==> config.mk <==
export PLATFORM = sky130hd
export DESIGN_NAME = ev21_sequencer
export DESIGN_NICKNAME = d
export VERILOG_FILES = /design/src/rtl/ev21_pkg.sv /design/src/rtl/ev21_ret_stack.sv /design/src/rtl/ev21_sequencer.sv
export SDC_FILE = /design/constraint.sdc
export NUM_CORES = 1
export LEC_CHECK = 0
export BUFFER_PORTS_ARGS = -buffer_cell sky130_fd_sc_hd__buf_2
export CAP_MARGIN = 10
export CORE_MARGIN = 1.5
export CORE_UTILIZATION = 60
export DETAILED_ROUTE_END_ITERATION = 8
export GPL_ROUTABILITY_DRIVEN = 0
export GPL_TIMING_DRIVEN = 1
export PLACE_DENSITY = 0.81
export RECOVER_POWER = 100
export SYNTH_ARGS = -nofsm -noshare
export SYNTH_HDL_FRONTEND = slang
export SYNTH_SLANG_ARGS = --single-unit
==> constraint.sdc <==
create_clock -name clk -period 4.7 [get_ports clk]
set_clock_uncertainty 0.15 [all_clocks]
set_input_delay 0.705 -clock clk [delete_from_list [all_inputs] [get_ports clk]]
set_output_delay 0.705 -clock clk [all_outputs]
set_load 0.01 [all_outputs]
==> src/rtl/ev21_pkg.sv <==
// Shared opcode match constants, FSM state encoding and default widths for the EV21 sequencer.
package ev21_pkg;

  localparam int PC_W_DEF        = 11;
  localparam int INSTR_W_DEF     = 22;
  localparam int STACK_DEPTH_DEF = 8;
  localparam int PMEM_LAT_DEF    = 1;
  localparam int DMEM_WAIT_DEF   = 2;

  // Control-flow opcodes are matched on instruction bits [21:11] (BSR on [21:10]).
  localparam logic [10:0] OP_JUMP    = 11'b10000000000;
  localparam logic [10:0] OP_JZE     = 11'b10100000000;
  localparam logic [10:0] OP_JP0     = 11'b11000000000;
  localparam logic [10:0] OP_JCY     = 11'b11100000000;
  localparam logic [10:0] OP_MOM_PFX = 11'b01000000000;
  localparam logic [11:0] OP_BSR     = 12'b011100000000;

  localparam logic [21:0] INSTR_RET  = 22'b0000011000000000000000;
  localparam logic [21:0] INSTR_NOP  = 22'b0111111111111111111111;

  typedef enum logic [1:0] {
    ST_IDLE  = 2'd0,
    ST_FETCH = 2'd1,
    ST_EXEC  = 2'd2,
    ST_MEMW  = 2'd3
  } state_t;

endpackage

==> src/rtl/ev21_ret_stack.sv <==
// Return-address LIFO for BSR/RET; pushes when full and pops when empty are ignored here.
module ev21_ret_stack #(
  parameter int PC_W  = 11,
  parameter int DEPTH = 8
) (
  input  logic            clk,
  input  logic            rst_n,
  input  logic            push,
  input  logic            pop,
  input  logic [PC_W-1:0] push_data,
  output logic [PC_W-1:0] top,
  output logic            full,
  output logic            empty
);

  localparam int AW   = $clog2(DEPTH);
  localparam int SP_W = AW + 1;

  logic [SP_W-1:0] sp;
  logic [PC_W-1:0] mem [DEPTH];
  logic [AW-1:0]   wr_idx;
  logic [AW-1:0]   rd_idx;

  // sp counts occupied entries; the extra bit distinguishes full from empty.
  assign wr_idx = sp[AW-1:0];
  assign rd_idx = wr_idx - AW'(1);
  assign full   = (sp == SP_W'(DEPTH));
  assign empty  = (sp == '0);
  assign top    = mem[rd_idx];

  always_ff @(posedge clk or negedge rst_n) begin
    if (!rst_n) begin
      sp <= '0;
      for (int i = 0; i < DEPTH; i++) mem[i] <= '0;
    end else if (push && !full) begin
      mem[wr_idx] <= push_data;
      sp          <= sp + SP_W'(1);
    end else if (pop && !empty) begin
      sp <= sp - SP_W'(1);
    end
  end

endmodule

==> src/rtl/ev21_sequencer.sv <==
// EV21 program sequencer: PC, instruction fetch, control flow and MOM wait stretching.
// Optional single-step input STEP is enabled by defining EV21_SINGLE_STEP_EN.
module ev21_sequencer
  import ev21_pkg::*;
#(
  parameter int PC_W        = PC_W_DEF,
  parameter int INSTR_W     = INSTR_W_DEF,
  parameter int STACK_DEPTH = STACK_DEPTH_DEF,
  parameter int PMEM_LAT    = PMEM_LAT_DEF,
  parameter int DMEM_WAIT   = DMEM_WAIT_DEF
) (
  input  logic               clk,
  input  logic               RST_N,
  input  logic               RUN,
`ifdef EV21_SINGLE_STEP_EN
  input  logic               STEP,
`endif
  output logic [PC_W-1:0]    PMEM_ADDR,
  input  logic [INSTR_W-1:0] PMEM_DATA,
  input  logic               FLAG_Z,
  input  logic               FLAG_P0,
  input  logic               FLAG_CY,
  output logic [INSTR_W-1:0] INSTRUCTION,
  output logic               HOLD,
  output logic [PC_W-1:0]    PC,
  output logic               BUSY,
  output logic               STK_ERR
);

  localparam int MAX_CNT = (PMEM_LAT > DMEM_WAIT) ? PMEM_LAT : DMEM_WAIT;
  localparam int CNT_W   = $clog2(MAX_CNT + 1);

  state_t             state_q, state_d, state_after;
  logic [PC_W-1:0]    pc_q, pc_d, pc_inc, br_tgt, bsr_tgt, stk_top;
  logic [INSTR_W-1:0] instr_q, instr_d;
  logic [CNT_W-1:0]   cnt_q, cnt_d;
  logic               stk_err_q, stk_err_d;
  logic               push, pop, full, empty, go;
  logic [10:0]        op11;
  logic [11:0]        op12;

`ifdef EV21_SINGLE_STEP_EN
  assign go          = RUN | STEP;
  assign state_after = ST_IDLE;
`else
  assign go          = RUN;
  assign state_after = RUN ? ST_FETCH : ST_IDLE;
`endif

  assign pc_inc  = pc_q + PC_W'(1);
  assign br_tgt  = instr_q[PC_W-1:0];
  assign bsr_tgt = {1'b0, instr_q[PC_W-2:0]};
  assign op11    = instr_q[INSTR_W-1 -: 11];
  assign op12    = instr_q[INSTR_W-1 -: 12];

  ev21_ret_stack #(
    .PC_W  (PC_W),
    .DEPTH (STACK_DEPTH)
  ) u_ret_stack (
    .clk       (clk),
    .rst_n     (RST_N),
    .push      (push),
    .pop       (pop),
    .push_data (pc_inc),
    .top       (stk_top),
    .full      (full),
    .empty     (empty)
  );

  always_ff @(posedge clk or negedge RST_N) begin
    if (!RST_N) begin
      state_q   <= ST_IDLE;
      pc_q      <= '0;
      instr_q   <= INSTR_NOP;
      cnt_q     <= '0;
      stk_err_q <= 1'b0;
    end else begin
      state_q   <= state_d;
      pc_q      <= pc_d;
      instr_q   <= instr_d;
      cnt_q     <= cnt_d;
      stk_err_q <= stk_err_d;
    end
  end

  always_comb begin
    state_d   = state_q;
    pc_d      = pc_q;
    instr_d   = instr_q;
    cnt_d     = cnt_q;
    stk_err_d = stk_err_q;
    push      = 1'b0;
    pop       = 1'b0;
    unique case (state_q)
      ST_IDLE: begin
        if (go) begin
          state_d = ST_FETCH;
          cnt_d   = '0;
        end
      end
      ST_FETCH: begin
        if (cnt_q == CNT_W'(PMEM_LAT - 1)) begin
          instr_d = PMEM_DATA;
          state_d = ST_EXEC;
          cnt_d   = '0;
        end else begin
          cnt_d = cnt_q + CNT_W'(1);
        end
      end
      ST_EXEC: begin
        pc_d  = pc_inc;
        cnt_d = '0;
        if (op11 == OP_JUMP) begin
          pc_d = br_tgt;
        end else if (op11 == OP_JZE) begin
          if (FLAG_Z) pc_d = br_tgt;
        end else if (op11 == OP_JP0) begin
          if (FLAG_P0) pc_d = br_tgt;
        end else if (op11 == OP_JCY) begin
          if (FLAG_CY) pc_d = br_tgt;
        end else if (op12 == OP_BSR) begin
          // Overflow still branches; only the return address is lost.
          pc_d = bsr_tgt;
          if (full) stk_err_d = 1'b1;
          else      push      = 1'b1;
        end else if (instr_q == INSTR_RET) begin
          if (empty) begin
            stk_err_d = 1'b1;
          end else begin
            pop  = 1'b1;
            pc_d = stk_top;
          end
        end
        if ((op11 == OP_MOM_PFX) && (DMEM_WAIT > 0)) state_d = ST_MEMW;
        else                                         state_d = state_after;
      end
      ST_MEMW: begin
        if (cnt_q == CNT_W'(DMEM_WAIT - 1)) state_d = state_after;
        else                                cnt_d   = cnt_q + CNT_W'(1);
      end
      default: state_d = ST_IDLE;
    endcase
  end

  // The decoder only ever sees a real instruction during EXEC and the MEMW stretch.
  assign INSTRUCTION = ((state_q == ST_EXEC) || (state_q == ST_MEMW)) ? instr_q : INSTR_NOP;
  assign HOLD        = (state_q == ST_MEMW);
  assign BUSY        = (state_q != ST_IDLE);
  assign PMEM_ADDR   = pc_q;
  assign PC          = pc_q;
  assign STK_ERR     = stk_err_q;

endmodule

# --- Yosys cells after proc, flatten, opt, wreduce, memory -nomap -nowiden ---
# Cells that the tools add are included.
word_totals:
  mem_bits_ro: 0
  mem_bits_rw: 0
  regBits: 130
  in_bits: 28
  n_memories: 0
  word_cells: 110
  latchBits: 0
classes:
  n_shift: 0
  magnitude_cmp: 3
  div_mod_pow: 0
  multipliers: 0
  reduce_logical: 17
  mux: 48
  add_sub_neg: 5
  bitwise_logic: 6
  n_eq_ne: 17
ops:
  columns: ["operator", "n"]
  rows:
  - ["$mux W11", 13]
  - ["$bwmux W88", 1]
  - ["$eq A11 B11 Y1 const B", 4]
  - ["$bmux W11 S3", 1]
  - ["$demux W11 S3", 1]
  - ["$eq A22 B17 Y1 const B", 1]
  - ["$mux W22", 1]
  - ["$mux W1", 20]
  - ["$pmux W2 S4", 2]
  - ["$mux W2", 7]
  - ["$eq A12 B11 Y1 const B", 1]
  - ["$add A11 B1 Y11 const B", 1]
  - ["$eq A11 B10 Y1 const B", 1]
  - ["$ge A4 B4 Y1 const B", 2]
  - ["$mux W4", 2]
  - ["$not A3 Y4", 2]
  - ["$reduce_and A8 Y1", 1]
  - ["$reduce_bool A2 Y1", 4]
  - ["$ne A2 B2 Y1 const B", 3]
  - ["$add A4 B1 Y4 const B", 1]
  - ["$eq A2 B1 Y1 const B", 2]
  - ["$eq A2 B2 Y1 const B", 2]
  - ["$eq A4 B4 Y1 const B", 1]
  - ["$logic_not A2 Y1", 2]
  - ["other kinds (12)", 20]

# --- Depth between registers and ports, before layout ---
depth:
  ltp_word: 12
  ltp_mapped: 12

# --- Hierarchy ---
# Synthesis repeated with hierarchy kept, for this count alone.
hier_totals:
  cells_unflattened: 634
  area_unflattened_um2: 7365.8
modules_own_cells:
  columns: ["module", "cells_each", "instances", "area_per_inst_um2"]
  rows:
  - ["ev21_ret_stack", 269, 1, 4315.4]
  - ["ev21_sequencer", 365, 1, 3050.4]

# --- Worst setup path before layout ---
# OpenSTA, ideal clock, no wires.
synth_path:
  path_type: "register to register"
  start: "register u_ret_stack.sp[0]"
  end: "register u_ret_stack.sp[3]"
  required_ps: 4471
  path_stages_with_launch: 13
  synth_period_minus_slack_ps: 2963
  setup_slack_ps: 1737
  n_path_buf: 2
  arrival_ps: 2734
  path_cell_list: "dfrtp_1 buf_2 buf_2 inv_1 ha_1 nor2b_1 a211o_1 ha_1 a21o_1 a21oi_1 nor3_1 o21a_1 mux2i_1"
synth_via:
  elab_chain_cells: 11
synth_lines:
  columns: ["element", "line_no", "text"]
  rows:
  - ["from (decl)", "ev21_ret_stack.sv:19", "logic [SP_W-1:0] sp;"]
  - ["from (signal assigned)", "ev21_ret_stack.sv:37", "sp <= sp + SP_W'(1);"]
  - ["from (signal assigned)", "ev21_ret_stack.sv:39", "sp <= sp - SP_W'(1);"]
  - ["$logic_not A4 Y1", "ev21_ret_stack.sv:28", "assign empty = (sp == '0);"]
  - ["$mux W1", "ev21_sequencer.sv:127", "if (empty) begin"]
  - ["$mux W1", "ev21_sequencer.sv:126", "end else if (instr_q == INSTR_RET) begin"]
  - ["$mux W1", "ev21_sequencer.sv:121", "end else if (op12 == OP_BSR) begin"]
  - ["$mux W1", "ev21_sequencer.sv:119", "end else if (op11 == OP_JCY) begin"]
  - ["$mux W1", "ev21_sequencer.sv:117", "end else if (op11 == OP_JP0) begin"]
  - ["$mux W1", "ev21_sequencer.sv:115", "end else if (op11 == OP_JZE) begin"]
  - ["$mux W1", "ev21_sequencer.sv:113", "if (op11 == OP_JUMP) begin"]
  - ["$mux W1", "ev21_sequencer.sv:94", "unique case (state_q)"]
  - ["$logic_and A1 B1 Y1", "ev21_ret_stack.sv:38", "end else if (pop && !empty) begin"]
  - ["$reduce_bool A2 Y1 (no line)", null, null]
# Parallel ways exist; a longest one is shown, timed or not. The select of a mux whose other input is x is not followed.
# A chain may end at the register's enable or synchronous reset.

# --- Worst setup path after layout ---
layout_path:
  start: "register u_ret_stack.sp[0]"
  end: "register pc_q[1], in the netlist PC[1]"
layout_via:
  elab_chain_cells: 12
layout_lines:
  columns: ["element", "line_no", "text"]
  rows:
  - ["$sub A3 B1 Y3", "ev21_ret_stack.sv:26", "assign rd_idx = wr_idx - AW'(1);"]
  - ["net u_ret_stack.rd_idx[0]", "ev21_ret_stack.sv:22", "logic [AW-1:0] rd_idx;"]
  - ["$not A3 Y4 (not written as such)", "ev21_ret_stack.sv:29", "assign top = mem[rd_idx];"]
  - ["$bmux W11 S3", "ev21_ret_stack.sv:29", null]
  - ["$mux W11 (not written as such) (2 in a row)", "ev21_ret_stack.sv:29", null]
  - ["$mux W11", "ev21_sequencer.sv:127", null]
  - ["$mux W11", "ev21_sequencer.sv:126", null]
  - ["$mux W11", "ev21_sequencer.sv:121", null]
  - ["$mux W11", "ev21_sequencer.sv:119", null]
  - ["$mux W11", "ev21_sequencer.sv:117", null]
  - ["$mux W11", "ev21_sequencer.sv:115", null]
  - ["$mux W11", "ev21_sequencer.sv:113", null]
  - ["to (signal assigned)", "ev21_sequencer.sv:79", "pc_q <= pc_d;"]
  - ["to (decl)", "ev21_sequencer.sv:34", "logic [PC_W-1:0] pc_q, pc_d, pc_inc, br_tgt, bsr_tgt, stk_top;"]
# The timed path passes the listed nets, and every way through them passes these cells. The select of a mux whose other input is x is not followed.

==> impl_metrics.py <==
metrics = {
    "run_status": {
        "run_status": "complete, but fails checks",
        "failed_checks": "capacitance limit, slew limit",
    },
    "sta": {
        "post-route-worst-setup-slack_ns": 1.04,
        "setup_repair_after_global_routing_missed_its_margin": "false",
        "maximum_operating_frequency_mhz": 273,
        "final.setup.tns_ns": 0,
        "report.final.slew_viol_count": 83,
        "fin_worst_hold_slack_ns": 0.322,
        "fraction_of_the_cycle_the_final_worst_path_needs_pct": 78.0,
        "max_slew.worst_pin.slew_ns": 2.07,
        "timing_hold_violations_final": 0,
        "setup_failing_eps_final": 0,
        "fin_crit_ns": 3.66,
        "timing.slew.headroom_pct": -38.0,
    },
    "grt": {
        "largest_net_degree_at_the_start_of_global_routing": 83,
        "grt_first_pass_wirelength_um": 30600,
        "gr-usage-all-layers_pct": 31.5,
        "antenna_found_initial": 0,
        "number_of_global_route_vias_before_repair": 5850,
        "grt.overflow.total": 0,
    },
    "drt": {
        "drt_iter0_drc": 680,
        "route.vias.total": 5889,
        "drt_first_pass_iters": 7,
        "drtAntennaViolNets": 0,
        "drt_wl_total_um": 18700,
        "viasPerCell": 6.52,
        "drc": 0,
        "avgRoutedWirePerCell_um": 20.7,
    },
    "die": {
        "initial_core_utilization_pct": 62.1,
        "floorplan.die.width_um": 112,
        "std_cell_rows": 39,
        "dieArea_um2": 12600,
        "chipHeight_um": 112,
        "ioPinCount": 75,
        "core_area_um2": 11500,
    },
    "worst_setup_path": {
        "worst-r2r-cell-count": 9,
        "worstPathCellList": "clkbuf_2 -> inv_1 -> ha_1 -> nor2b_1 -> nor2b_1 -> nor3_1 -> nor2_1 -> a211o_1 -> a31oi_1",
        "arrival_ns": 3.85,
        "critical_path_launch_point_type": "flop",
        "timing.setup.critical_path_class": "flop to flop",
        "cp_slowest_cell": "clkbuf_2",
        "worstPathMaxFanout": 30,
        "critical-path-max-stage-delay_ns": 0.78,
        "critical_path_required_ns": 4.89,
        "rr_startpoint": "u_ret_stack.sp[0]",
        "crit_start": "u_ret_stack.sp[0]",
        "crit_path_capture_type": "flop",
        "timing.critical_path.mode_cell": "nor2b_1",
    },
    "cells_and_area": {
        "count_of_fill_cells_added_during_filler_insertion": 854,
        "utilization_pct": 69.5,
        "diodes_inserted": 0,
        "layout-area-overhead-vs-synth_pct": 11.8,
        "layout.cells.most_common": "dfrtp_1",
        "design.final.nets": 784,
        "post_route_cells_drive_above_1_share_pct": 18.8,
        "mostFrequentLayoutCells": "dfrtp_1 (109), nand2_1 (107), o21ai_0 (93)",
    },
    "cts": {
        "cts_sinks": 130,
        "cts.htree.levels": 4,
        "cts_made_buffers": 17,
        "holdBufCountCts": 0,
        "clk_root_buffer_cell": "clkbuf_16",
        "tritoncts_clock_tree": "built",
        "clk_pin_slew_worst_paths_ns": 0.06,
        "worstSkewPairLatency_ns": 0.43,
        "cts.repair.resized": 0,
        "post_cts_buffers": 0,
        "cts_buffer_depth": 2,
    },
    "synth": {
        "count_of_flip_flops_with_a_built_in_enable_after_synthesis": 0,
        "post_synth_fa_ha_maj_area_fraction_pct": 1.50,
        "postSynthAreaPerCell_um2": 10.1,
        "synth_seq_cells": 130,
        "compound_gate_fraction_of_synth_area_pct": 14.9,
        "combinational_family_with_the_most_area_after_synthesis": "simple AND/OR/NAND/NOR gates",
        "dominantRegCellSynth": "dfrtp_1",
        "synthesized_area_um2": 7150,
        "synth-async-reset-ratio_pct": 100,
        "syn-num-nets": 747,
        "share_of_cell_area_taken_by_muxes_after_synthesis_pct": 14.2,
        "yosysUniqueCellTypes": 69,
        "post_synth_inst_count": 711,
        "synthSimpleGateAreaFrac_pct": 17.1,
        "synth.yosys.seq_area_share_pct": 45.8,
        "synth_warnings": 0,
        "synth_xor_xnor_area_share_pct": 1.59,
    },
    "power": {
        "power_density_nw_per_um2": 572,
        "vdd.ir_drop.worst_mv": 0.609,
        "power.static_leakage_nw": 3.35,
        "power.total_w": 0.00457,
    },
    "placement": {
        "place_ws_ns": 1.51,
        "dp_hpwl_um": 12300,
        "numPortBuffers": 74,
    },
    "job": {
        "drv_cap": 1,
    },
    "hold_path": {
        "worst_hold_path.num_cells": 1,
        "worst_hold_path_type": "flop to flop",
        "worst_min_path_start": "STK_ERR",
    },
}
[kinds of logic (layout without fill, tap and decap cells)]
family / count (synthesis) / in the layout
AOI/OAI and AO/OA: 177 / 177
xor gates and xnor gates: 13 / 13
adders and majority gates: 8 / 8
buffers and inverters: 72 / 121
DFF: 130 / 130
muxes: 70 / 70
and+or+nand+nor: 241 / 241
[per-layer routing]
| metal | routed length (um) | vias up | global-route usage, % |
|---|---|---|---|
| met5 | 0 | - | 0 |
| met1 | 7880 | 2899 | 43.0 |
| li1 | - | 2612 | - |
| met3 | 1450 | 68 | 7.88 |
| met4 | 603 | 0 | 13.4 |
| met2 | 8730 | 310 | 48.8 |
[critical path: cells and delay by family (launching register included)]
kind                       cells  cell delay (ns)
buffers and inverters          2             0.98
DFF                            1             0.32
and+or+nand+nor                4             1.26
adders and majority gates      1             0.32
AOI/OAI and AO/OA              2             0.53
[report_power, final]
part	internal, W	switching, W	total [W]
logic	0.000540	0.000806	0.00135
registers	0.00135	0.000381	0.00173
clock network	0.00101	0.000491	0.00150
[path summary, 6_finish.rpt]
kind                                             to  slack, ns
min in group asynchronous       u_ret_stack.mem[63]       0.70
worst min-delay path                        STK_ERR       0.32
worst max-delay path                          PC[1]       1.04
worst min register to register              STK_ERR       0.32
worst max register to register                PC[1]       1.04
max in group asynchronous                  cnt_q[1]       1.48
[per-stage QoR]
stage	area [um2]	std cells
floorplan	7150	711
global placement	7440	872
global route	8000	903
CTS	8100	903
detailed placement	7440	872
finish	8000	903
[layout make-up]
cell class                 count  area [um2]  area share (%)
multi-input combinational    509        3500            43.7
sequential                   130        3280            41.0
clock buffer                  22         454            5.68
timing repair buffer          81         350            4.38
clock inverter                 9         204            2.55
tap                          143         179            2.24
inverter                       9        33.8           0.422
[synth_stat cells, types with 6 or more instances]
cell type	number	area, um2
dfrtp_1	109	2730
nand2_1	104	390
o21ai_0	71	355
clkbuf_1	35	131
nor2_1	35	131
mux2_2	32	360
o21ai_1	28	140
a21oi_1	24	120
nand2b_1	23	144
mux4_2	22	495
dfstp_2	21	552
mux2i_1	15	150
a211oi_1	12	90.1
buf_4	12	90.1
buf_2	11	55.1
nand3_1	11	55.1
nor2b_1	11	68.8
nand4_1	10	62.6
inv_1	9	33.8
xor2_1	8	70.1
ha_1	7	87.6
a211o_1	6	52.6
nor4_1	6	37.5
[state kept, by name, summed over array words and instances, names as in the netlist]
register,count
u_ret_stack.mem,88
u_ret_stack.sp,4
STK_ERR,1
cnt_q,2
PC,11
state_q,2
instr_q,22
Power figures use the tool's default switching activity.
